--- config.mk ---
export PLATFORM = sky130hd
export DESIGN_NAME = prefetch_queue_ctrl
export DESIGN_NICKNAME = d
export VERILOG_FILES = /design/src/rtl/prefetch_queue_ctrl.sv
export SDC_FILE = /design/constraint.sdc
export NUM_CORES = 1
export LEC_CHECK = 0
export ABC_AREA = 1
export BUFFER_PORTS_ARGS = -buffer_cell sky130_fd_sc_hd__buf_4
export CAP_MARGIN = 20
export CORE_ASPECT_RATIO = 1.1
export CORE_MARGIN = 3
export CORE_UTILIZATION = 30
export DETAILED_ROUTE_END_ITERATION = 16
export PLACE_DENSITY_LB_ADDON = 0.3
export SYNTH_ARGS = -nofsm -noshare
export SYNTH_HDL_FRONTEND = slang
export SYNTH_SLANG_ARGS = --single-unit
export TNS_END_PERCENT = 50
--- constraint.sdc ---
create_clock -name clk -period 4.1 [get_ports clk]
set_input_delay 0.205 -clock clk [delete_from_list [all_inputs] [get_ports clk]]
set_output_delay 0.205 -clock clk [all_outputs]
set_load 0.02 [all_outputs]
--- src/rtl/prefetch_queue_ctrl.sv ---
// rtl/prefetch_queue_ctrl.sv - 8086 instruction prefetch queue and ROM fetch sequencer
module prefetch_queue_ctrl #(
  parameter int          DEPTH    = 6,
  parameter int          ADDR_W   = 20,
  parameter logic [15:0] RESET_CS = 16'hFFFF,
  parameter logic [15:0] RESET_IP = 16'h0000
) (
  input  logic                                 clk,
  input  logic                                 rst,
  input  logic                                 flush,
  input  logic [15:0]                          flush_cs,
  input  logic [15:0]                          flush_ip,
  input  logic [1:0]                           consume,
  output logic                                 rom_en,
  output logic [ADDR_W-1:0]                    rom_addr,
  input  logic [7:0]                           rom_data,
  output logic [((DEPTH > 7) ? 4 : 3)-1:0]     q_count,
  output logic [15:0]                          q_data,
  output logic [15:0]                          head_ip,
  output logic                                 consume_err
);

  localparam int PTR_W = $clog2(DEPTH);
  localparam int QW    = (DEPTH > 7) ? 4 : 3;

  // Circular byte storage; only the slots between head and head+count are meaningful.
  logic [7:0]       mem [DEPTH];
  logic [PTR_W-1:0] head;
  logic [3:0]       count;
  logic             inflight;
  logic [15:0]      cs;
  logic [15:0]      fetch_ip;

  logic [1:0]       cons_req;
  logic             cons_bad;
  logic [1:0]       take;
  logic [PTR_W-1:0] tail;
  logic [PTR_W-1:0] head_p1;

  // Pointer addition modulo DEPTH; both operands are below DEPTH+1 so one fold suffices.
  function automatic logic [PTR_W-1:0] ptr_add(input logic [PTR_W-1:0] base,
                                               input logic [3:0]       n);
    logic [4:0] sum;
    sum = 5'(base) + 5'(n);
    if (sum >= 5'(DEPTH)) begin
      sum = sum - 5'(DEPTH);
    end
    return PTR_W'(sum);
  endfunction

  // Consume legality is judged against the count held before this cycle's fill.
  always_comb begin
    cons_req = (consume == 2'd3) ? 2'd0 : consume;
    cons_bad = (4'(cons_req) > count);
    take     = cons_bad ? 2'd0 : cons_req;
    tail     = ptr_add(head, count);
    head_p1  = ptr_add(head, 4'd1);
  end

  // Issue only when the returning byte is guaranteed a slot even if nothing is consumed.
  always_comb begin
    rom_en   = !rst && !flush && ((count + 4'(inflight)) < 4'(DEPTH));
    rom_addr = ADDR_W'({cs, 4'b0000}) + ADDR_W'(fetch_ip);
  end

  // Head bytes are masked to zero when the queue holds fewer than two bytes.
  always_comb begin
    q_data[7:0]  = (count != 4'd0) ? mem[head]    : 8'h00;
    q_data[15:8] = (count >= 4'd2) ? mem[head_p1] : 8'h00;
    q_count      = QW'(count);
  end

  // Returning ROM byte lands at the tail; a flush or reset drops it.
  always_ff @(posedge clk) begin
    if (!rst && !flush && inflight) begin
      mem[tail] <= rom_data;
    end
  end

  // Queue bookkeeping, fetch pointer and segment registers.
  always_ff @(posedge clk) begin
    if (rst) begin
      head        <= '0;
      count       <= 4'd0;
      inflight    <= 1'b0;
      cs          <= RESET_CS;
      fetch_ip    <= RESET_IP;
      head_ip     <= RESET_IP;
      consume_err <= 1'b0;
    end else if (flush) begin
      head        <= '0;
      count       <= 4'd0;
      inflight    <= 1'b0;
      cs          <= flush_cs;
      fetch_ip    <= flush_ip;
      head_ip     <= flush_ip;
      consume_err <= 1'b0;
    end else begin
      inflight    <= rom_en;
      if (rom_en) begin
        fetch_ip <= fetch_ip + 16'd1;
      end
      count       <= count - 4'(take) + 4'(inflight);
      head        <= ptr_add(head, 4'(take));
      head_ip     <= head_ip + 16'(take);
      consume_err <= cons_bad;
    end
  end

endmodule

==> metrics <==
status=finished clean; Setup crit end kind=output port; Die Area=0.02399 mm²; die height=162.2 µm; Final Net Count=1083; design area=0.007956 mm²; Hold Path End=cs[8]$_SDFFE_PP1P_; Max VDD drop=233.7 µV; cells resized by post-CTS repair=0; layout cell share with drive strength beyond 1=15.32%; remaining global-route overflow=0; core area=0.02158 mm²; global-route wire length before repair=29090 µm; P_sw=0.9741 mW; Netlist cell types=41; element type at the critical path start=register; Die Wd=148.0 µm; quantity of hold-fixing buffers added after cts=0; Crit Reg-Reg Endpoint=head_ip[12]$_SDFF_PP0_; Total GRT Usage=15.06%; max-cap viol count=0; FF-to-FF setup slack=1.10 ns; FF-to-FF path depth=13; Critical Setup Path Class=reg -> out; Syn. warnings=0; Mapped Cells=911; max-slew violations=0; CP max stage cell=dfxtp_1; CTS H-tree depth=3; Starting Density=30.82%; antenna viol nets, final=0; Synth Register Bits=105; Switching Fraction=33.42%; # setup viols final=0; Hold WC Path Type=in -> reg; arrival time worst endpoint=2.93 ns; ant diodes=0; row cnt=56; TritonCTS clock tree=done; Pwr Total=2.914 mW; initial antenna violation count=0; Fin Hold WS=0.06269 ns; Final min period=3.133 ns; fill count=2332; Storage cell area=0.002582 mm²; pwr/cell area=366.3 mW/mm²; combinational fraction of design power=29.2%; worst setup path startpoint=head[1]$_SDFF_PP0_; Final Hold Viols=0; final period utilization=76.42%; via count=6050; slew margin rel.=42.86%; slowest cell delay on critical path=0.72 ns; P_int=1.940 mW; Area after DPL=0.007661 mm²; largest net degree at the start of global routing=57; Final Util=36.87%; Skew-Pair Late Insertion Delay=0.35 ns; clk buf depth=2; Post-route DRC=0; FFs w/ async S/R, synth=0%; crit path cell chain=clkinv_1 > ha_1 > inv_1 > nand3_1 > nand2_2 > nand2_4 > nand2_4 > inv_2 > nand2_1 > nand2_1 > nor2_1 > buf_4; Layout area overhead=19.64%; R2R Path Start=count[1]$_SDFF_PP0_; gpl congestion=0.8614; Sequential Power Share=40.8%; Setup TNS=0 ns; Multi-input gate area=0.003466 mm²; Syn Nets=994; Clk pin slew, worst setup/hold paths=0.07 ns; Fmax=319.1 MHz; Seq/Total Area, Yosys=38.83%; crit-path max FO=16; first-pass iteration count of the detailed router=4; Pleak=3.634 nW; hold_sp=flush_cs[8]; Post-CTS Setup Inserts=0; drt initial violations=289; total clock sinks=105; # port buffers=101; RSZ-0062 raised after global routing=false; TritonCTS Buffers=9; vias in the first global route=5729; clock root buffer=clkbuf_16; Least-Margin Pin Slew=0.8562 ns; Top Ports=102; Via-to-Cell Ratio=4.672; routed length per instance=13.88 µm; Req. time, crit path=3.89 ns; Post-Syn Area=0.006650 mm²; Final Skew=0.007283 ns; Hold Crit Depth=2; Clk pwr share=29.9%; Routed WL=17970 µm; Post-synth EDFFs=48; synthesized area per cell=7.300 µm²; DP HPWL=13740 µm; Synth Flop Type=dfxtp_1
[power groups by stage]
stage	Sequential, mW	Combinational, mW	Clock [mW]
2_1_floorplan	1.21	0.555	0
3_3_place_gp	1.21	0.858	0
3_5_place_dp	1.21	0.858	0
4_1_cts	1.19	0.864	0.896
5_1_grt	1.20	0.961	0.946
6_report	1.19	0.852	0.872
[cell usage in the layout, fill, tap and decap left out, drive strengths merged, types with 5 or more instances in the layout]
master / Yosys / final
a21oi: 67 / 67
buf: 19 / 110
clkbuf: 13 / 9
dfxtp: 57 / 57
edfxtp: 48 / 48
fa: 5 / 5
ha: 33 / 33
inv: 112 / 113
nand2: 216 / 216
nand3: 79 / 79
nand4: 8 / 8
nor2: 132 / 132
o21ai: 70 / 70
o22a: 11 / 11
xnor2: 6 / 6
xor2: 11 / 11
[per-stage QoR]
stage | setup WS (ns) | std cells
finish | 0.9667 | 1295
global route | 0.6574 | 1295
CTS | 0.9026 | 1295
detailed placement | 1.078 | 1279
global placement | 1.132 | 1279
floorplan | 1.375 | 911
[cells in the mapped netlist, drive strengths merged, types with 4 or more instances]
| cell type | instances | area share, % |
|---|---|---|
| nor2 | 132 | 7.7 |
| inv | 112 | 6.3 |
| nand3 | 79 | 6.4 |
| edfxtp | 48 | 22 |
| ha | 33 | 6.2 |
| o22ai | 4 | 0.38 |
| dfxtp | 57 | 17 |
| clkbuf | 13 | 0.79 |
| o21ai | 70 | 5.3 |
| xor2 | 11 | 1.4 |
| fa | 5 | 1.5 |
| nand4 | 8 | 0.75 |
| buf | 19 | 2.0 |
| nand2 | 216 | 13 |
| a21oi | 67 | 5.2 |
| o22a | 11 | 1.4 |
| xnor2 | 6 | 0.79 |
[metal layers]
layer / track usage, % / routed length [µm] / up-vias / part of all wire (%)
li1: - / - / 3162 / -
met1: 18.25 / 7866 / 2743 / 44
met2: 27.25 / 8972 / 131 / 50
met3: 3.292 / 927 / 14 / 5.2
met4: 3.612 / 203 / 0 / 1.1
met5: 0 / 0 / - / 0
[worst max-delay path: cells and delay by family, from the launching register on]
family        cells  cell delay [ns]
flops             1             0.72
fa+ha+maj         1             0.45
simple gates      7             0.62
buf+inv           4             0.77
[flip-flops by register name (all words and copies together), names as in the netlist]
name and cells:
inflight 1, fetch_ip 16, head 3, consume_err 1, cs 16, mem 48
head_ip 16, count 4
[area by class of cell]
cell class | instances | share of cell area [%]
Multi-Input combinational cell | 661 | 43.56
Sequential cell | 105 | 32.46
Timing Repair Buffer | 110 | 10.38
Inverter | 113 | 5.331
Tap cell | 290 | 4.560
Clock buffer | 9 | 2.831
Clock inverter | 7 | 0.8806
[worst max-delay path by stage]
stage,end
3_5_place_dp,head_ip[14]$_SDFF_PP0_
6_report,q_data[12]
2_1_floorplan,mem[0][0]$_DFFE_PP_
3_3_place_gp,head_ip[14]$_SDFF_PP0_
4_1_cts,q_data[12]
5_1_grt,q_data[15]
[kinds of logic after synthesis]
family          Yosys count  share of synthesized area (%)
buf+inv                 145                          9.125
compound gates          161                          13.30
xor+xnor                 17                          2.239
simple gates            443                          28.49
mux                       2                         0.3010
flops                   105                          38.83
fa+ha+maj                38                          7.714
(Power assumes the default switching activity.)
